`src/rtl/cache_ctrl.sv`:
```
// cache_ctrl: control FSM for an N-way set-associative cache.
// Keeps tag/valid/dirty state in flops, compares tags on every CPU request,
// picks a victim on a miss (invalid way first, otherwise the PLRU way from
// lru), writes back dirty victims, fetches the missing line and then replays
// the compare so that every request completes through the hit path.
//
// Handshakes: cpu_read/cpu_write act as a request valid that the CPU holds
// until the one-cycle cpu_resp pulse; the request is captured in IDLE and the
// CPU inputs are ignored until cpu_resp. pmem_read/pmem_write are held by this
// block until the one-cycle pmem_resp pulse; pmem_resp is only honoured in
// WRITEBACK and FETCH.
module cache_ctrl #(
   parameter int SETS          = 8,
   parameter int ASSOCIATIVITY = 2,
   parameter int ADDR_W        = 32,
   parameter int LINE_BYTES    = 32,
   parameter int OFF           = $clog2(LINE_BYTES),
   parameter int IDX           = $clog2(SETS),
   parameter int TAG           = ADDR_W - IDX - OFF,
   parameter int W             = $clog2(ASSOCIATIVITY)
) (
   input  logic              clk,
   input  logic              rst,
   input  logic              cpu_read,
   input  logic              cpu_write,
   input  logic [ADDR_W-1:0] cpu_addr,
   output logic              cpu_resp,
   output logic              pmem_read,
   output logic              pmem_write,
   output logic [ADDR_W-1:0] pmem_addr,
   input  logic              pmem_resp,
   output logic [IDX-1:0]    data_index,
   output logic [W-1:0]      data_way,
   output logic              data_load_cpu,
   output logic              data_load_mem,
   output logic [IDX-1:0]    lru_index,
   output logic [W-1:0]      lru_mru,
   output logic              lru_load,
   input  logic [W-1:0]      lru_victim,
   output logic [1:0]        state_dbg
);

   typedef enum logic [1:0] {
      S_IDLE      = 2'd0,
      S_COMPARE   = 2'd1,
      S_WRITEBACK = 2'd2,
      S_FETCH     = 2'd3
   } state_t;

   state_t state_q, state_d;

   // Latched request
   logic [ADDR_W-1:0] addr_q;
   logic              write_q;
   logic [W-1:0]      victim_q;

   // Tag / valid / dirty arrays
   logic [TAG-1:0]           tag_q   [SETS][ASSOCIATIVITY];
   logic [ASSOCIATIVITY-1:0] valid_q [SETS];
   logic [ASSOCIATIVITY-1:0] dirty_q [SETS];

   logic [IDX-1:0] idx;
   logic [TAG-1:0] tag_in;
   logic           req;

   logic           hit;
   logic [W-1:0]   hit_way;
   logic           has_invalid;
   logic [W-1:0]   inv_way;
   logic [W-1:0]   miss_victim;
   logic           victim_dirty;

   assign idx        = addr_q[IDX+OFF-1:OFF];
   assign tag_in     = addr_q[ADDR_W-1:IDX+OFF];
   assign req        = cpu_read | cpu_write;
   assign data_index = idx;
   assign lru_index  = idx;
   assign state_dbg  = state_q;

   // Tag compare across all ways of the latched set
   always_comb begin
      hit     = 1'b0;
      hit_way = '0;
      for (int w = 0; w < ASSOCIATIVITY; w++) begin
         if (valid_q[idx][w] && (tag_q[idx][w] == tag_in)) begin
            hit     = 1'b1;
            hit_way = W'(w);
         end
      end
   end

   // Victim choice: lowest-numbered invalid way, else the PLRU way
   always_comb begin
      has_invalid = 1'b0;
      inv_way     = '0;
      for (int w = ASSOCIATIVITY - 1; w >= 0; w--) begin
         if (!valid_q[idx][w]) begin
            has_invalid = 1'b1;
            inv_way     = W'(w);
         end
      end
      miss_victim  = has_invalid ? inv_way : lru_victim;
      victim_dirty = valid_q[idx][miss_victim] && dirty_q[idx][miss_victim];
   end

   // State register
   always_ff @(posedge clk) begin
      if (rst) state_q <= S_IDLE;
      else     state_q <= state_d;
   end

   // Next-state logic
   always_comb begin
      state_d = state_q;
      case (state_q)
         S_IDLE:      if (req) state_d = S_COMPARE;
         S_COMPARE: begin
            if (hit)               state_d = S_IDLE;
            else if (victim_dirty) state_d = S_WRITEBACK;
            else                   state_d = S_FETCH;
         end
         S_WRITEBACK: if (pmem_resp) state_d = S_FETCH;
         S_FETCH:     if (pmem_resp) state_d = S_COMPARE;
         default:     state_d = S_IDLE;
      endcase
   end

   // Output decode; array-update strobes are suppressed while rst is high
   always_comb begin
      cpu_resp      = 1'b0;
      pmem_read     = 1'b0;
      pmem_write    = 1'b0;
      pmem_addr     = {tag_in, idx, {OFF{1'b0}}};
      data_way      = victim_q;
      data_load_cpu = 1'b0;
      data_load_mem = 1'b0;
      lru_mru       = hit_way;
      lru_load      = 1'b0;
      case (state_q)
         S_COMPARE: begin
            data_way = hit ? hit_way : victim_q;
            if (hit && !rst) begin
               cpu_resp      = 1'b1;
               lru_load      = 1'b1;
               data_load_cpu = write_q;
            end
         end
         S_WRITEBACK: begin
            pmem_write = 1'b1;
            pmem_addr  = {tag_q[idx][victim_q], idx, {OFF{1'b0}}};
         end
         S_FETCH: begin
            pmem_read     = 1'b1;
            data_load_mem = pmem_resp && !rst;
         end
         default: ;
      endcase
   end

   // Request latch and victim capture
   always_ff @(posedge clk) begin
      if (rst) begin
         addr_q   <= '0;
         write_q  <= 1'b0;
         victim_q <= '0;
      end else begin
         if (state_q == S_IDLE && req) begin
            addr_q  <= cpu_addr;
            write_q <= cpu_write;
         end
         if (state_q == S_COMPARE && !hit) victim_q <= miss_victim;
      end
   end

   // Valid and dirty bit maintenance
   always_ff @(posedge clk) begin
      if (rst) begin
         for (int s = 0; s < SETS; s++) begin
            valid_q[s] <= '0;
            dirty_q[s] <= '0;
         end
      end else begin
         case (state_q)
            S_COMPARE: if (hit && write_q) dirty_q[idx][hit_way] <= 1'b1;
            S_WRITEBACK: if (pmem_resp) dirty_q[idx][victim_q] <= 1'b0;
            S_FETCH: begin
               if (pmem_resp) begin
                  valid_q[idx][victim_q] <= 1'b1;
                  dirty_q[idx][victim_q] <= 1'b0;
               end
            end
            default: ;
         endcase
      end
   end

   // Tag array: contents are meaningless until the valid bit is set
   always_ff @(posedge clk) begin
      if (!rst && state_q == S_FETCH && pmem_resp) tag_q[idx][victim_q] <= tag_in;
   end

endmodule

```
`config.mk`:
```
export PLATFORM = sky130hd
export DESIGN_NAME = cache_ctrl
export DESIGN_NICKNAME = d
export VERILOG_FILES = /design/src/rtl/cache_ctrl.sv
export SDC_FILE = /design/constraint.sdc
export NUM_CORES = 1
export LEC_CHECK = 0
export BUFFER_PORTS_ARGS = -buffer_cell sky130_fd_sc_hd__buf_2
export CORE_ASPECT_RATIO = 0.5
export CORE_MARGIN = 2
export CORE_UTILIZATION = 35
export DETAILED_ROUTE_END_ITERATION = 16
export PLACE_DENSITY = 0.49
export SLEW_MARGIN = 20
export SYNTH_ARGS = -nofsm -noshare
export SYNTH_HDL_FRONTEND = slang
export SYNTH_SLANG_ARGS = --single-unit
export TNS_END_PERCENT = 20
```
`constraint.sdc`:
```
create_clock -name clk -period 3 [get_ports clk]
set_clock_uncertainty 0.1 [all_clocks]
set_input_delay 0.3 -clock clk [delete_from_list [all_inputs] [get_ports clk]]
set_output_delay 0.3 -clock clk [all_outputs]
set_load 0.01 [all_outputs]
```
# After elaboration in Yosys (flattened, before gate mapping)
# Memory sizes are Yosys's and may differ from the RTL's. A register that Yosys moved wholly into a read port is not among the register bits.
# Cells that the tools add are included.
# totals
inputBits	38
elab_cells	114
memories	3
out_inout_bits	48
mem_bits_rw	416
reg_bits	36
# op_classes
eq_ne	8
reduce_logical	19
order_cmp	7
bitwise	6
mux	67
# mem_list
name	depth	width	read_ports	rd_ports_with_merged_regs	write_ports	line_no	rtl
tag_q	8	48	1	1	1	58	logic [TAG-1:0] tag_q [SETS][ASSOCIATIVITY];
dirty_q	8	2	1	1	8	60	logic [ASSOCIATIVITY-1:0] dirty_q [SETS];
valid_q	8	2	1	1	8	59	logic [ASSOCIATIVITY-1:0] valid_q [SETS];
# op_table
op	n
$mux W24	4
$eq A24 B24 Y1	2
$mux W48	1
$mux W1	38
$mux W32	1
$demux W24 S1	1
$mux W3	8
$mux W2	11
$logic_and A1 B1 Y1	13
$pmux W2 S4	1
$lt A1 B2 Y1 const B	3
$ne A2 B2 Y1 const B	3
$or A1 B1 Y1	5
$eq A2 B2 Y1 const B	2
$reduce_or A2 Y1	2
$reduce_and A3 Y1	1
$demux W1 S1	2
$eq A2 B1 Y1 const B	1
$ge A1 B1 Y1 const B	2
$ge A2 B2 Y1 const B	1
$logic_not A1 Y1	2
$logic_not A2 Y1	1
$lt A2 B1 Y1 const B	1
$not A1 Y2	1

# Depth between registers and ports, before layout
# Gate-level depths: netlist of run 1.
# logic_depth
ltp_word	13
ltp_mapped	14
mapped_depth_nobuf	8

# Worst setup path before layout of run 1
# OpenSTA, ideal clock, no wires.
# synth_path
path_type	register to output
from	register with a tool-made name
to	output port lru_load
path_stages_with_launch	13
n_path_buf	4
t_arrival_ps	2918
required_time_ps	2600
path_slack_ps	-318
cell_sequence	dfxtp_1 buf_4 buf_6 nor2_1 a22oi_1 and3b_1 or4b_1 nor4_1 and4_1 buf_2 nor2b_1 nor3_1 buf_4
# synth_lines
item	line_no	rtl
end: declaration	38	output logic lru_load,

==> results by group, run 1 <==
Floorplan
  • I/O pins: between 80 and 90
  • Total Die Area: around 56000 µm²
  • Die Ht: 168 µm
  • Initial Util: a little over a third
  • Site Rows: 60
  • Core Area: between 50000 and 60000 µm²
  • Die Width: around 330 µm

Synth
  • Yosys warning count: 0
  • Part of the Yosys area used for sequential elements: 68.7%
  • Main synth FF type: edfxtp_1
  • Ys async rst share: 0%
  • Number of flops mapped to enable cells by yosys: 400
  • Unique masters post-synth: 69
  • Mean Syn Cell Area: 15.7 µm²
  • Post-synthesis cell count: between 1000 and 1500
  • Synthesis-stage register bit count: 450
  • Synthesized area: between 15000 and 20000 µm²

Power and ir drop
  • Total chip power: around 17 mW
  • Sw power: 4.78 mW
  • Lkg Pwr: ~8.7 nW
  • Flop pwr share: a little over two fifths
  • Clock network fraction of total power: roughly a third
  • Combinational Power Share: about 24%
  • Peak VDD IR: approximately 0.5 mV
  • Internal power: between 10 and 15 mW
  • PwrDens: ~700 nW/µm²
  • Switch share: between 20% and 30%

Routing
  • DRC Markers: 0
  • Vias/cell: 5.30
  • Via Count: around 12000
  • Wire per inst: roughly 26 µm
  • TritonRoute pass-1 iters: 5
  • Initial DRC Count: around 1100
  • Antenna viol nets, final: 0
  • Routed WL: 59.7 mm

Placement
  • Buffers on Ports: 75
  • Placed Area: about 22000 µm²
  • Post-Place Worst Slack: -0.957 ns
  • Dpl hpwl: between 30 and 40 mm
  • Final GP Congestion: between 0.8 and 0.9

STA
  • Pins Over Slew Limit: 0
  • FMAX: 254 MHz
  • Setup violators final: between 50 and 60
  • Worst slew pin tran: roughly 0.62 ns
  • Final hold vios: 0
  • Period utilisation layout: 131%
  • Setup repair after global routing missed its margin: yes
  • Tmin final: between 3 and 4 ns
  • Max-slew headroom: 58.3%
  • Worst Setup Slack, final: -0.931 ns

Clocking
  • CTS H-tree lvls: 2
  • Root buffer cell: clkbuf_16
  • CTS tree: built
  • Cts bufs inserted: 45
  • CTS clk-pin slew, worst paths: 0.06 ns
  • CTS Sinks: 450
  • Bufs on Longest Clock Path: 3
  • Skew-Pair Late Insertion Delay: about 0.56 ns

Outcome
  • Outcome: finished with violations
  • Failing checks: negative setup slack

Min path
  • Worst hold path type: in -> reg

Global routing
  • Vias in the first global route: between 10000 and 15000
  • Initial antenna violation count: 2
  • First-pass GRT wire length: around 86 mm
  • Grt ovf: 0
  • Largest net degree at the start of global routing: 35
  • Total GRT Usage: a little over a fifth

Cells and area
  • Final nets: ~1600
  • ANT cells: 0
  • Area grow syn2layout: 29.9%
  • Cell area after layout: between 20000 and 25000 µm²
  • Multi-input logic area: between 6000 and 7000 µm²
  • Fillers: 4669
  • Commonest non-fill, non-tap cells in the layout: 400 x edfxtp_1, 193 x buf_4, 92 x nand2_1
  • Reg area: roughly 13000 µm²
  • Proportion of layout cells with a drive suffix above 1: around two fifths
  • Most common cell after layout, fill and taps aside: edfxtp_1

Setup path
  • Crit-path max FO: 8
  • Worst setup SP type: flip-flop
  • WP data required: between 2 and 3 ns
  • Endpoint class of the critical path: output port
  • Critical path start-end classification: reg -> out
  • Crit path DAT: around 3.5 ns

Job
  • Max-Cap Viols: 0
synth_stat cells, drive strengths merged, types with 3 or more instances:
| cell type | number | area share, % |
|---|---|---|
| o21ai | 34 | 0.90 |
| and2 | 3 | 0.099 |
| nand2 | 100 | 2.0 |
| nor2 | 57 | 1.2 |
| ha | 4 | 0.26 |
| xor2 | 12 | 0.56 |
| o22ai | 32 | 1.1 |
| a21oi | 43 | 1.1 |
| mux2i | 80 | 4.4 |
| nand3b | 5 | 0.20 |
| buf | 51 | 2.1 |
| or3 | 9 | 0.30 |
| xnor2 | 17 | 0.79 |
| nor3 | 19 | 0.50 |
| nor4 | 7 | 0.23 |
| mux2 | 70 | 4.2 |
| nand4b | 3 | 0.14 |
| dfxtp | 50 | 5.3 |
| and3 | 4 | 0.13 |
| a21o | 19 | 0.75 |
| clkbuf | 29 | 0.57 |
| or3b | 3 | 0.14 |
| nand2b | 5 | 0.17 |
| or2 | 3 | 0.099 |
| inv | 11 | 0.22 |
| nor2b | 5 | 0.17 |
| o21a | 5 | 0.20 |
| a21boi | 9 | 0.36 |
| mux4 | 48 | 5.7 |
| a22oi | 20 | 0.79 |
| nand3 | 7 | 0.19 |
| edfxtp | 400 | 63 |
| o211ai | 4 | 0.16 |
sequential cells by signal, summed over array words and instances, names as in the netlist, named ones only:
signal and flops:
tag_q 384, addr_q 27, dirty_q 16, valid_q 16, state_dbg 2, victim_q 1, write_q 1
power by group through the flow:
stage	logic (mW)	registers [mW]	clock network, mW
finish	4.15	7.30	5.70
global route	4.40	7.31	6.07
CTS	4.06	7.29	5.81
detailed placement	3.57	7.45	0
global placement	3.54	7.44	0
floorplan	1.87	7.46	0
cell type report:
cell class | count | share of cell area (%)
well taps | 713 | 3.63
repair buffers | 347 | 12.4
clock inverters | 12 | 0.677
multi-input cells | 664 | 24.8
clock buffers | 72 | 5.33
flip-flops and latches | 450 | 52.9
inverters | 13 | 0.198
repair_timing:
action	in CTS	in global routing
gates resized for setup	124	42
endpoints found under the setup margin	63	62
hold buffers	25	0
gates cloned	2	0
buffers inserted	25	10
pin swaps	25	11
hold endpoints to repair	28	0
cell families (layout without fill, tap and decap cells):
logic type | Yosys count | after routing | share of synthesized area [%]
buffers and inverters | 93 | 444 | 2.96
AND/OR/NAND/NOR | 240 | 240 | 6.05
XOR/XNOR | 29 | 29 | 1.34
flip-flops | 450 | 450 | 68.7
adder cells (fa/ha/maj) | 4 | 4 | 0.264
AO/OA/AOI/OAI | 188 | 188 | 6.38
multiplexers | 198 | 198 | 14.2
other | 1 | 5 | 0.0198
per-stage QoR:
| step | setup TNS [ns] | std cells | utilization, % | hold slack (ns) |
|---|---|---|---|---|
| CTS | -25.32 | 2264 | 45.5 | 0.0120 |
| global placement | -30.16 | 2130 | 40.8 | 0.327 |
| finish | -25.51 | 2271 | 45.9 | 0.0208 |
| global route | -32.59 | 2271 | 45.9 | 0.0104 |
| floorplan | -1.26 | 1207 | - | 0.321 |
| detailed placement | -30.88 | 2130 | 40.8 | 0.340 |
critical path: stages, from the launching register on:
cell and delay, ns:
dfxtp_4 0.46, buf_12 0.17, mux4_2 0.53, mux2i_4 0.20, xnor2_2 0.12, nor4_4 0.34, buf_4 0.17, and4bb_1 0.24
nand4_4 0.16, buf_6 0.18, nor2b_4 0.13, nor3_1 0.12, buf_2 0.15
path summary, 6_finish.rpt:
check             slack, ns           from       endpoint  cells past startpoint
setup / recovery      -0.93      flip-flop  data_load_cpu                     12
hold / removal         0.02   cpu_addr[16]     addr_q[16]                      3
setup reg to reg      -0.81      flip-flop  dirty_q[3][0]                     14
hold reg to reg        0.35  valid_q[1][1]  valid_q[1][1]                      1
layer usage:
layer	share of wire [%]	track usage, %
met5	0	0
met1	47	31.3
met3	5.1	2.55
met4	1.6	4.09
met2	47	34.2
(Power assumes the default switching activity.)
==> run 2: changes to the inputs <==
--- a/config.mk
+++ b/config.mk
@@ -8,9 +8,9 @@
 export BUFFER_PORTS_ARGS = -buffer_cell sky130_fd_sc_hd__buf_2
 export CORE_ASPECT_RATIO = 0.5
 export CORE_MARGIN = 2
-export CORE_UTILIZATION = 35
+export CORE_UTILIZATION = 55
 export DETAILED_ROUTE_END_ITERATION = 16
-export PLACE_DENSITY = 0.49
+export PLACE_DENSITY = 0.72
 export SLEW_MARGIN = 20
 export SYNTH_ARGS = -nofsm -noshare
 export SYNTH_HDL_FRONTEND = slang
==> results by group, run 2 (same netlist as run 1, synthesis figures left out) <==
Outcome
  • Outcome: finished with violations
  • Failing checks: negative setup slack

Floorplan
  • Total Die Area: 36000 µm²
  • Die Width: 266 µm
  • I/O pins: 86
  • Die Ht: between 100 and 150 µm
  • Site Rows: 47
  • Core Area: about 33000 µm²
  • Initial Util: between 50% and 60%

Routing
  • TritonRoute pass-1 iters: 6
  • Vias/cell: roughly 6.4
  • Wire per inst: 27.8 µm
  • Initial DRC Count: 1729
  • Routed WL: between 50 and 60 mm
  • DRC Markers: 0
  • Antenna viol nets, final: 0
  • Via Count: roughly 12000

Setup path
  • CP Buf/Inv Count: 4
  • Endpoint class of the critical path: output port
  • Critical path start-end classification: reg -> out
  • WP data required: between 2 and 3 ns
  • Crit path DAT: around 3.6 ns
  • R2r setup slk: -0.73 ns
  • Delay-heaviest family, CP: simple AND/OR/NAND/NOR gates
  • R2R depth: 14
  • Critical Path Stages: 12
  • Worst path slowest cell: mux4_2
  • Crit-path max FO: 10
  • Crit path cell chain: buf_4, buf_12, mux4_2, mux2i_4, xor2_2, nand3_2, nor4_4, and4_4, buf_6, nand2_2, nand2_1, buf_2
  • CP peak stage delay: approximately 0.55 ns
  • Worst setup SP type: flip-flop

Power and ir drop
  • Lkg Pwr: around 8.4 nW
  • PwrDens: 694 nW/µm²
  • Peak VDD IR: just under 0.5 mV

Clocking
  • Bufs on Longest Clock Path: 3
  • Cts bufs inserted: 40
  • CTS H-tree lvls: 2
  • CTS Sinks: 450
  • Root buffer cell: clkbuf_16
  • CTS tree: built
  • CTS clk-pin slew, worst paths: ~0.06 ns
  • Skew-Pair Late Insertion Delay: 0.55 ns

STA
  • Setup violators final: 56
  • Worst slew pin tran: between 1 and 1.5 ns
  • Period utilisation layout: 132%
  • Pins Over Slew Limit: 0
  • FMAX: 252 MHz
  • Worst Setup Slack, final: -0.965 ns
  • Max-slew headroom: 27.0%
  • Setup repair after global routing missed its margin: yes
  • Tmin final: just under 4 ns
  • Final hold vios: 0

Cells and area
  • Fillers: 2013
  • Most flops, register: tag_q
  • Commonest non-fill, non-tap cells in the layout: 400 x edfxtp_1, 169 x buf_4, 98 x nand2_1
  • ANT cells: 0
  • Max reg flops: approximately 380
  • Final nets: roughly 1500
  • Final Core Density: about 70%
  • Regs by FF count: tag_q x384, addr_q x27
  • Area grow syn2layout: 25.6%
  • Cell area after layout: around 24000 µm²
  • Proportion of layout cells with a drive suffix above 1: between 30% and 40%
  • Most common cell after layout, fill and taps aside: edfxtp_1

Global routing
  • Vias in the first global route: between 10000 and 15000
  • Initial antenna violation count: 0
  • Largest net degree at the start of global routing: 38
  • First-pass GRT wire length: 79.7 mm
  • Grt ovf: 0
  • Total GRT Usage: just over 30%

Placement
  • Buffers on Ports: 75
  • Final GP Congestion: 0.915
  • Dpl hpwl: around 34 mm
  • Placed Area: around 21000 µm²

Job
  • Max-Cap Viols: 0

Min path
  • Worst hold path type: in -> reg
  • Hold Path Cell Cnt: 3
## run 2: per-stage QoR
stage | setup TNS, ns | power (mW) | std cells | hold WS [ns] | worst slack (ns)
6_report | -26.34 | 16.5 | 1961 | 0.0723 | -0.965
5_1_grt | -30.82 | 17.0 | 1961 | 0.0943 | -1.06
4_1_cts | -23.12 | 16.2 | 1957 | 0.0690 | -0.937
3_5_place_dp | -24.26 | 10.9 | 1841 | 0.339 | -0.790
3_3_place_gp | -22.45 | 10.8 | 1841 | 0.328 | -0.683
2_1_floorplan | -1.26 | 9.33 | 1207 | 0.321 | -0.0968
## run 2: final timing paths
path,startpoint,end
worst max-delay path,flip-flop,data_way
worst min-delay path,cpu_addr[6],flip-flop
worst max register to register,flip-flop,dirty_q[5][0]
worst min register to register,valid_q[7][1],valid_q[7][1]
## run 2: area by class of cell
class	instances	area [µm²]	area share, %
Sequential cell	450	13000	54.8
Tap cell	441	552	2.32
Multi-Input combinational cell	664	6090	25.6
Timing Repair Buffer	321	2790	11.7
Inverter	13	48.8	0.205
Clock inverter	16	180	0.758
Clock buffer	56	1100	4.64
## run 2: what timing repair did
action                                 4_1_cts  5_1_grt
hold buffers                                27        0
setup buffers                               15        4
endpoints found under the hold margin       28        0
setup endpoints to repair                   61       63
pin swaps                                   14       16
gates cloned                                 2        1
gates resized for setup                     78       62
## run 2: power by group
group | total (mW) | switching (mW) | internal (mW) | leakage [nW]
registers | 7.29 | 0.172 | 7.12 | 4.10
logic | 4.06 | 2.24 | 1.82 | 3.71
clock network | 5.16 | 2.25 | 2.92 | 0.622
## run 2: metal layers
| metal | wire length (µm) | GRT usage (%) | vias to the layer above | part of all wire [%] |
|---|---|---|---|---|
| met5 | 0 | 0 | - | 0 |
| li1 | - | - | 5222 | - |
| met4 | 1640 | 11.0 | 0 | 3.0 |
| met3 | 6620 | 7.42 | 121 | 12 |
| met2 | 24800 | 46.6 | 869 | 46 |
| met1 | 21500 | 43.9 | 6257 | 39 |
## run 2: worst min-delay path, delay by kind of cell
family                 cells  cell delay [ns]
AOI/OAI and AO/OA          1             0.17
buffers and inverters      1             0.10
and+or+nand+nor            1             0.06
==> run 3: changes to the inputs <==
--- a/config.mk
+++ b/config.mk
@@ -5,9 +5,9 @@
 export SDC_FILE = /design/constraint.sdc
 export NUM_CORES = 1
 export LEC_CHECK = 0
-export BUFFER_PORTS_ARGS = -buffer_cell sky130_fd_sc_hd__buf_2
+export BUFFER_PORTS_ARGS = -buffer_cell sky130_fd_sc_hd__clkbuf_2
 export CORE_ASPECT_RATIO = 0.5
-export CORE_MARGIN = 2
+export CORE_MARGIN = 1.5
 export CORE_UTILIZATION = 55
 export DETAILED_ROUTE_END_ITERATION = 16
 export PLACE_DENSITY = 0.72
==> results by group, run 3 (same netlist as run 1, synthesis figures left out) <==
Placement
  • Placed Area: roughly 21000 µm²
  • Dpl hpwl: 33.1 mm
  • Final GP Congestion: a little over 0.9
  • Buffers on Ports: 75

Floorplan
  • Site Rows: 47
  • Total Die Area: between 30000 and 40000 µm²
  • Die Width: about 270 µm
  • I/O pins: 86
  • Core Area: 33500 µm²
  • Die Ht: around 130 µm
  • Initial Util: a little under three fifths

Routing
  • Wire per inst: about 28 µm
  • Via Count: 12400
  • Vias/cell: between 6 and 7
  • TritonRoute pass-1 iters: 5
  • Initial DRC Count: between 1500 and 2000
  • DRC Markers: 0
  • Routed WL: between 50 and 60 mm
  • Antenna viol nets, final: 0

Power and ir drop
  • Sw power: 4.59 mW
  • Flop pwr share: 45.4%
  • Lkg Pwr: 8.25 nW
  • Internal power: about 11 mW
  • Switch share: between 20% and 30%
  • Clock network fraction of total power: a little under a third
  • PwrDens: roughly 690 nW/µm²
  • Peak VDD IR: 0.400 mV
  • Combinational Power Share: 23.8%

Setup path
  • WP data required: between 2 and 3 ns
  • Critical path start-end classification: reg -> out
  • Worst setup SP type: flip-flop
  • Crit path cell chain: buf_12, mux2i_1, a22oi_1, and3_1, o211ai_1, nor4_4, nand4_4, buf_6, nor2b_4, nor3_4, buf_2
  • CP peak stage delay: approximately 0.50 ns
  • Crit path DAT: roughly 3.6 ns
  • Crit-path max FO: 26
  • Endpoint class of the critical path: output port
  • Worst path slowest cell: dfxtp_4
  • R2R depth: 12

Clocking
  • Cts bufs inserted: 40
  • Bufs on Longest Clock Path: 3
  • CTS H-tree lvls: 2
  • CTS tree: built
  • CTS clk-pin slew, worst paths: ~0.070 ns
  • CTS Sinks: 450
  • Root buffer cell: clkbuf_16
  • Skew-Pair Late Insertion Delay: 0.56 ns

Outcome
  • Failing checks: negative setup slack
  • Outcome: finished with violations

STA
  • FMAX: roughly 250 MHz
  • Final hold vios: 0
  • Period utilisation layout: 132%
  • Setup violators final: 53
  • Tmin final: about 3.9 ns
  • Setup TNS: -25.48 ns
  • Worst slew pin tran: 1.19 ns
  • Hold Slack: ~0.022 ns
  • Worst Setup Slack, final: -0.949 ns
  • Pins Over Slew Limit: 0
  • Max-slew headroom: about a fifth
  • Setup repair after global routing missed its margin: yes

Global routing
  • Met3 Track Usage GR: approximately 6.3%
  • GR Util met2: ~48%
  • Total GRT Usage: 30.5%
  • Grt ovf: 0
  • Gr busiest metal: met2
  • Largest net degree at the start of global routing: 35
  • Initial antenna violation count: 0
  • Vias in the first global route: between 10000 and 15000
  • Met1 Resource Use GR: between 40 and 50%
  • First-pass GRT wire length: roughly 80 mm

Cells and area
  • Most common cell after layout, fill and taps aside: edfxtp_1
  • Fillers: ~2100
  • ANT cells: 0
  • Commonest non-fill, non-tap cells in the layout: 400 x edfxtp_1, 167 x buf_4, 99 x nand2_1
  • Multi-input logic area: around 6000 µm²
  • Max reg flops: about 380
  • Cell area after layout: 23300 µm²
  • Most flops, register: tag_q
  • Proportion of layout cells with a drive suffix above 1: 36.2%
  • Final nets: between 1500 and 2000
  • Area grow syn2layout: 23.0%
  • Reg area: 13000 µm²
  • Regs by FF count: tag_q x384, addr_q x27

Min path
  • Hold Path Cell Cnt: 3
  • Worst hold path type: in -> reg

Job
  • Max-Cap Viols: 0
## run 3: cell types whose count changed in the layout (fill, tap and decap cells not counted), sizes merged
cell,delta
buf,-88
bufbuf,-2
dlygate4sd3,-2
bufinv,-3
clkinvlp,-2
clkinv,+2
clkbuf,+74
inv,+3
## run 3: layout make-up
cell class	instances	area share [%]
clock inverter	16	0.467
inverter	13	0.209
clock buffer	58	4.76
multi-input combinational	664	25.6
sequential	450	55.9
tap	441	2.37
timing repair buffer	301	10.7
## run 3: worst max-delay path, delay by kind of cell, from the launching register on
kind	cells	cell delay (ns)
simple gates	5	1.19
mux	1	0.10
buf+inv	3	0.58
flops	1	0.50
compound gates	2	0.58
## run 3: final timing paths
| kind | from | end | slack [ns] |
|---|---|---|---|
| max | flip-flop | lru_load | -0.95 |
| min | cpu_addr[9] | addr_q[9] | 0.02 |
| max reg2reg | flip-flop | dirty_q[0][0] | -0.83 |
| min reg2reg | valid_q[7][1] | valid_q[7][1] | 0.35 |
## run 3: per-layer routing
metal	up-vias	share of wire, %
li1	5194	-
met1	6281	39
met2	860	46
met3	107	12
met4	0	2.8
met5	-	0
## run 3: metrics by stage
stage	utilization [%]	cells	worst slack, ns	total power [mW]
after floorplan	-	1207	-0.0968	9.33
after global routing	69.6	1943	-1.01	16.5
final	69.6	1943	-0.949	16.1
after global placement	63.3	1827	-0.952	10.7
after CTS	68.9	1937	-0.899	15.8
after detailed placement	63.3	1827	-0.990	10.8
## run 3: timing repair
action,4_1_cts,5_1_grt
gates resized for setup,74,41
cloned,1,1
pin swaps,23,7
hold endpoints to repair,26,0
buffers inserted,11,5
hold buffers,25,0
endpoints found under the setup margin,54,58
## run 3: power by group through the flow
stage                     combinational (mW)  sequential [mW]  clock, mW
after global placement                  3.30             7.40          0
after floorplan                         1.87             7.46          0
after global routing                    3.99             7.31       5.18
after detailed placement                3.37             7.41          0
final                                   3.83             7.29       4.95
after CTS                               3.61             7.29       4.94
